File: src/rtl/fifo_block_reader.sv
// Read-side master for a 1-cycle-latency FIFO: drains len words into a
// valid/ready stream through a 2-entry skid buffer, flags the last word, then pulses done.
module fifo_block_reader #(
   parameter int WIDTH = 32,
   parameter int CNT_W = 10
) (
   input  logic             clk,
   input  logic             rst,
   input  logic             start,
   input  logic [CNT_W-1:0] len,
   output logic             busy,
   output logic             done,
   output logic             fifo_rd_en,
   input  logic [WIDTH-1:0] fifo_dout,
   input  logic             fifo_empty,
   output logic             m_valid,
   input  logic             m_ready,
   output logic [WIDTH-1:0] m_data,
   output logic             m_last
);

   typedef enum logic [1:0] {
      ST_IDLE = 2'd0,
      ST_XFER = 2'd1,
      ST_DONE = 2'd2
   } state_t;

   state_t           state_r;
   logic [CNT_W-1:0] len_r;
   logic [CNT_W-1:0] issued_r;
   logic [CNT_W-1:0] accepted_r;
   logic             busy_r;
   logic             done_r;
   logic [1:0]       occ_r;
   logic             inflight_r;
   logic [WIDTH-1:0] buf0_r;
   logic [WIDTH-1:0] buf1_r;

   logic             pop_s;
   logic             rd_en_s;
   logic             last_pop_s;
   logic [2:0]       occ_after_s;

   // Issue decision: a new read may only go out if the word it returns still fits.
   always_comb begin
      pop_s       = 1'b0;
      rd_en_s     = 1'b0;
      last_pop_s  = 1'b0;
      occ_after_s = 3'd0;
      if (occ_r != 2'd0) begin
         pop_s = m_ready;
      end else begin
         pop_s = 1'b0;
      end
      occ_after_s = {1'b0, occ_r} + {2'b00, inflight_r} - {2'b00, pop_s};
      if ((state_r == ST_XFER) && !fifo_empty && (issued_r < len_r) && (occ_after_s <= 3'd1)) begin
         rd_en_s = 1'b1;
      end else begin
         rd_en_s = 1'b0;
      end
      if (pop_s && (accepted_r == (len_r - CNT_W'(1)))) begin
         last_pop_s = 1'b1;
      end else begin
         last_pop_s = 1'b0;
      end
   end

   // Transfer control: state, word counters and the busy/done flags.
   always_ff @(posedge clk) begin
      if (rst) begin
         state_r    <= ST_IDLE;
         len_r      <= {CNT_W{1'b0}};
         issued_r   <= {CNT_W{1'b0}};
         accepted_r <= {CNT_W{1'b0}};
         busy_r     <= 1'b0;
         done_r     <= 1'b0;
      end else begin
         case (state_r)
            ST_IDLE: begin
               done_r <= 1'b0;
               if (start) begin
                  len_r      <= len;
                  issued_r   <= {CNT_W{1'b0}};
                  accepted_r <= {CNT_W{1'b0}};
                  busy_r     <= 1'b1;
                  if (len == {CNT_W{1'b0}}) begin
                     state_r <= ST_DONE;
                     done_r  <= 1'b1;
                  end else begin
                     state_r <= ST_XFER;
                  end
               end else begin
                  busy_r <= 1'b0;
               end
            end
            ST_XFER: begin
               if (rd_en_s) begin
                  issued_r <= issued_r + CNT_W'(1);
               end
               if (pop_s) begin
                  accepted_r <= accepted_r + CNT_W'(1);
               end
               if (last_pop_s) begin
                  state_r <= ST_DONE;
                  done_r  <= 1'b1;
               end
            end
            ST_DONE: begin
               state_r <= ST_IDLE;
               busy_r  <= 1'b0;
               done_r  <= 1'b0;
            end
            default: begin
               state_r <= ST_IDLE;
               busy_r  <= 1'b0;
               done_r  <= 1'b0;
            end
         endcase
      end
   end

   // Skid buffer: pop shifts entry 1 to the head, the returning word lands at the new tail.
   always_ff @(posedge clk) begin
      if (rst) begin
         occ_r      <= 2'd0;
         inflight_r <= 1'b0;
         buf0_r     <= {WIDTH{1'b0}};
         buf1_r     <= {WIDTH{1'b0}};
      end else begin
         occ_r      <= occ_after_s[1:0];
         inflight_r <= rd_en_s;
         if (pop_s) begin
            if (occ_r == 2'd2) begin
               buf0_r <= buf1_r;
               if (inflight_r) begin
                  buf1_r <= fifo_dout;
               end
            end else if (inflight_r) begin
               buf0_r <= fifo_dout;
            end
         end else if (inflight_r) begin
            if (occ_r == 2'd0) begin
               buf0_r <= fifo_dout;
            end else begin
               buf1_r <= fifo_dout;
            end
         end
      end
   end

   assign fifo_rd_en = rd_en_s;
   assign busy       = busy_r;
   assign done       = done_r;
   assign m_valid    = (occ_r != 2'd0);
   assign m_data     = buf0_r;
   assign m_last     = (occ_r != 2'd0) && (accepted_r == (len_r - CNT_W'(1)));

endmodule
File: config.mk
export PLATFORM = sky130hd
export DESIGN_NAME = fifo_block_reader
export DESIGN_NICKNAME = d
export VERILOG_FILES = /design/src/rtl/fifo_block_reader.sv
export SDC_FILE = /design/constraint.sdc
export NUM_CORES = 1
export LEC_CHECK = 0
export ABC_AREA = 1
export CAP_MARGIN = 25
export CORE_MARGIN = 5
export CORE_UTILIZATION = 24
export DETAILED_ROUTE_END_ITERATION = 12
export GPL_ROUTABILITY_DRIVEN = 0
export PLACE_DENSITY = 0.41
export SKIP_LAST_GASP = 1
export SYNTH_ARGS = -nofsm -noshare
export SYNTH_HDL_FRONTEND = slang
export SYNTH_SLANG_ARGS = --single-unit
File: constraint.sdc
create_clock -name clk -period 2.85 [get_ports clk]
set_input_delay 0.285 -clock clk [delete_from_list [all_inputs] [get_ports clk]]
set_output_delay 0.285 -clock clk [all_outputs]
set_load 0.005 [all_outputs]
==> results of run 1 <==
## timing repair
action	CTS	global route
buffers inserted	2	0
pin swaps	2	0
gates resized for setup	9	3
setup endpoints to repair	1	1
hold endpoints to repair	0	0
cloned	0	0
## cell families after synthesis
logic type | after synthesis
buffers and inverters | 143
xor gates and xnor gates | 10
AOI/OAI and AO/OA | 189
and+or+nand+nor | 214
adders and majority gates | 15
DFF | 101
## cells in the mapped netlist, types with 4 or more instances
| cell type | number | area, um^2 |
|---|---|---|
| inv_2 | 4 | 15.0 |
| clkbuf_1 | 25 | 93.8 |
| ha_1 | 14 | 175 |
| nor2_1 | 82 | 308 |
| dfxtp_1 | 101 | 2020 |
| nor3_1 | 6 | 30.0 |
| xor2_1 | 6 | 52.6 |
| nand2_1 | 85 | 319 |
| inv_1 | 106 | 398 |
| a21oi_1 | 67 | 335 |
| o21ai_0 | 49 | 245 |
| nand2_2 | 4 | 25.0 |
| a211oi_1 | 68 | 510 |
| buf_2 | 5 | 25.0 |
| xnor2_1 | 4 | 35.0 |
| nand3_1 | 21 | 105 |
## path summary, 6_finish.rpt
path	start	to	slack (ps)
max	len_r[0]	m_last	160
min	buf1_r[29]	buf1_r[29]	450
max reg2reg	inflight_r	issued_r[9]	470
min reg2reg	buf1_r[29]	buf1_r[29]	450
## final cells by class
class	instances	share of cell area
Sequential cell	101	0.316
Inverter	111	0.0651
Clock buffer	10	0.0372
Tap cell	270	0.0526
Multi-Input combinational cell	428	0.370
Timing Repair Buffer	97	0.149
Clock inverter	6	0.0101
## through the flow
stage                     setup slack, ps  instances  power, W  hold WS (ps)   util
final                                 158       1023   0.00360           452  0.317
after global routing                -21.5       1023   0.00381           474  0.317
after CTS                            15.5       1023   0.00365           454  0.316
after detailed placement             -324       1005   0.00233           442  0.300
after global placement               -256       1005   0.00233           437  0.300
after floorplan                       544        672   0.00201           430      -
## power by group through the flow
stage / Clock (W) / Combinational, W / Sequential [W]
2_1_floorplan: 0 / 0.000435 / 0.00158
3_3_place_gp: 0 / 0.000736 / 0.00159
5_1_grt: 0.00137 / 0.000861 / 0.00157
6_report: 0.00128 / 0.000761 / 0.00156
3_5_place_dp: 0 / 0.000743 / 0.00159
4_1_cts: 0.00132 / 0.000769 / 0.00156
## layer usage
metal,part of all wire,up-vias,GRT usage
met5,0,-,0
met2,0.45,87,0.195
li1,-,2355,-
met1,0.49,2085,0.161
met4,0.010,0,0.0305
met3,0.047,8,0.0336
## worst max-delay path, delay by kind of cell (launching register included)
family                   cells  cell delay [ps]
flip-flops                   1              360
adder cells (fa/ha/maj)      1              270
buffers and inverters        3              640
AND/OR/NAND/NOR              9              770
## state kept, by name (all words and copies together), names as in the netlist
register,cells
accepted_r,10
buf1_r,32
busy,1
done,1
inflight_r,1
issued_r,10
len_r,10
m_data,32
occ_r,2
state_r,2
==> summary.txt, run 1 <==
Route
  – Post-route ant nets: 0
  – 1st-pass router iterations: 4
  – Routed wire per std cell: 13.8 um
  – DRC: 0
  – Via count: 4,535
  – Via density per instance: about 4.4
  – Post-Route WL: 14.1 mm
  – Initial DRC count: roughly 190

Final layout
  – Sequential standard cell area: 0.00203 mm^2
  – Layout cell share with drive strength beyond 1: 0.0797
  – Most frequent cells in the layout: inv_1, dfxtp_1, nand2_1
  – Final instance area: approximately 0.0064 mm^2
  – Commonest non-fill, non-tap cell in the layout: inv_1
  – Final #Nets: 810
  – Antenna Cells: 0
  – Fillcell total: 2,147
  – Area Growth Syn to Fin: 30.5%
  – Area occupied by multi-input gates: 0.00237 mm^2

Placed design
  – Placed wire-length estimate: 9.97 mm
  – Port bufs: 83
  – Placed Area: 0.00607 mm^2

Synthesis
  – Yosys warns: 0
  – Ys async rst share: 0
  – Gate Count Post-Synth: 672
  – Syn avg cell area: 7.32 um^2
  – Synth Area in Simple Gates: 0.189
  – Synthesized flop and latch total: 101
  – Seq/Total Area, Yosys: 0.411
  – Adder-cell share of the synthesized area: 0.0397
  – Count of cell types in the netlist: 33
  – Compound-Gate Fraction of Synth Area: 0.230
  – Top FF cell, synth: dfxtp_1
  – Main combinational cell family by area after synthesis: compound AO/OA/AOI/OAI gates
  – Post-synthesis cell area: 0.00492 mm^2
  – Post-synthesis mux area share: 0
  – Number of flops mapped to enable cells by yosys: 0
  – Mapped Nets: 734
  – Post-Synth XOR/XNOR Area: 0.0178

Clock tree
  – Clock sinks: 101
  – Clk slew on worst S/H paths: around 70 ps
  – CTS tree: yes
  – Root buf cell: clkbuf_16
  – Max clock buf depth: 2
  – Clk_lat worst skew: 360 ps
  – Hold-fix buffers, CTS: 0
  – H-tree depth: 3
  – CTS buffer count: 9

STA
  – Final setup viols: 0
  – Setup tns final: 0 ps
  – Fin crit period: 2690 ps
  – Fmax: 0.371 GHz
  – Worst clock skew: between 10 and 15 ps
  – Slew HR: 0.443
  – Hold Vio Cnt, Final: 0
  – Crit share post-route: 0.945
  – Worst slew pin tran: 834 ps
  – Final Max Tran Viols: 0

Floorplanning
  – Row cnt: 52
  – Initial core utilization: 0.243
  – Core area: 0.0202 mm^2
  – Die Y: 153 um
  – Die width: 153 um
  – Die area: roughly 0.023 mm^2
  – Io pins: 84

Worst setup path
  – Chain of cells forming the critical path: inv_2 > ha_4 > inv_1 > nand2_1 > nand2_1 > nor2_1 > nand2_1 > nor2_1 > nand2_1 > nor2_1 > nand3_1 > nor2_2 > clkdlybuf4s50_1
  – Setup Crit Path Kind: flop to output pin
  – Worst path slowest cell: clkdlybuf4s50_1
  – Worst setup SP type: flop
  – CP Data Arrival Time: 2410 ps
  – CP endpoint kind: output pin
  – Largest stage delay on the critical path: about 520 ps
  – Crit Path Max Fanout: 6
  – R2R cell count: 11
  – Critical Path Most Common Cell: nand2_1
  – CP Data Required Time: between 2000 and 3000 ps

Power
  – Switch share: 0.312
  – Net Switching: 0.00112 W
  – Sequential power share: 0.433
  – Clk pwr share: 0.355
  – P_leak: 2.28 nW
  – Internal: 0.00248 W
  – Worst vdd ir: about 0.00026 V
  – Pwr/cell area: 561 mW/mm^2
  – Comb pwr share: 0.211

GRT
  – Initial antenna violation count: 0
  – Pin count of the biggest net entering global routing: 65
  – Vias in the first global route: 4,464
  – Remaining global-route overflow: 0
  – Global-route wire length before repair: between 20 and 25 mm
  – Gr usage total: 0.121

Run
  – Total of max-cap violations: 0

Outcome
  – Outcome: complete, no violations

Hold path
  – Worst min path class: flop to flop
  – Hold Path Stages: 2
Note: power is estimated with default switching activity, not from simulation.
==> inputs of run 2 (changes only) <==
- HOLD_SLACK_MARGIN: default -> 0.1
- SLEW_MARGIN: default -> 5
==> results of run 2 <==
Final layout, timing and power as in run 1 (identical DEF).
==> inputs of run 3 (changes only) <==
- HOLD_SLACK_MARGIN: 0.1 -> default
==> results of run 3 <==
Final layout, timing and power as in run 1 (identical DEF).
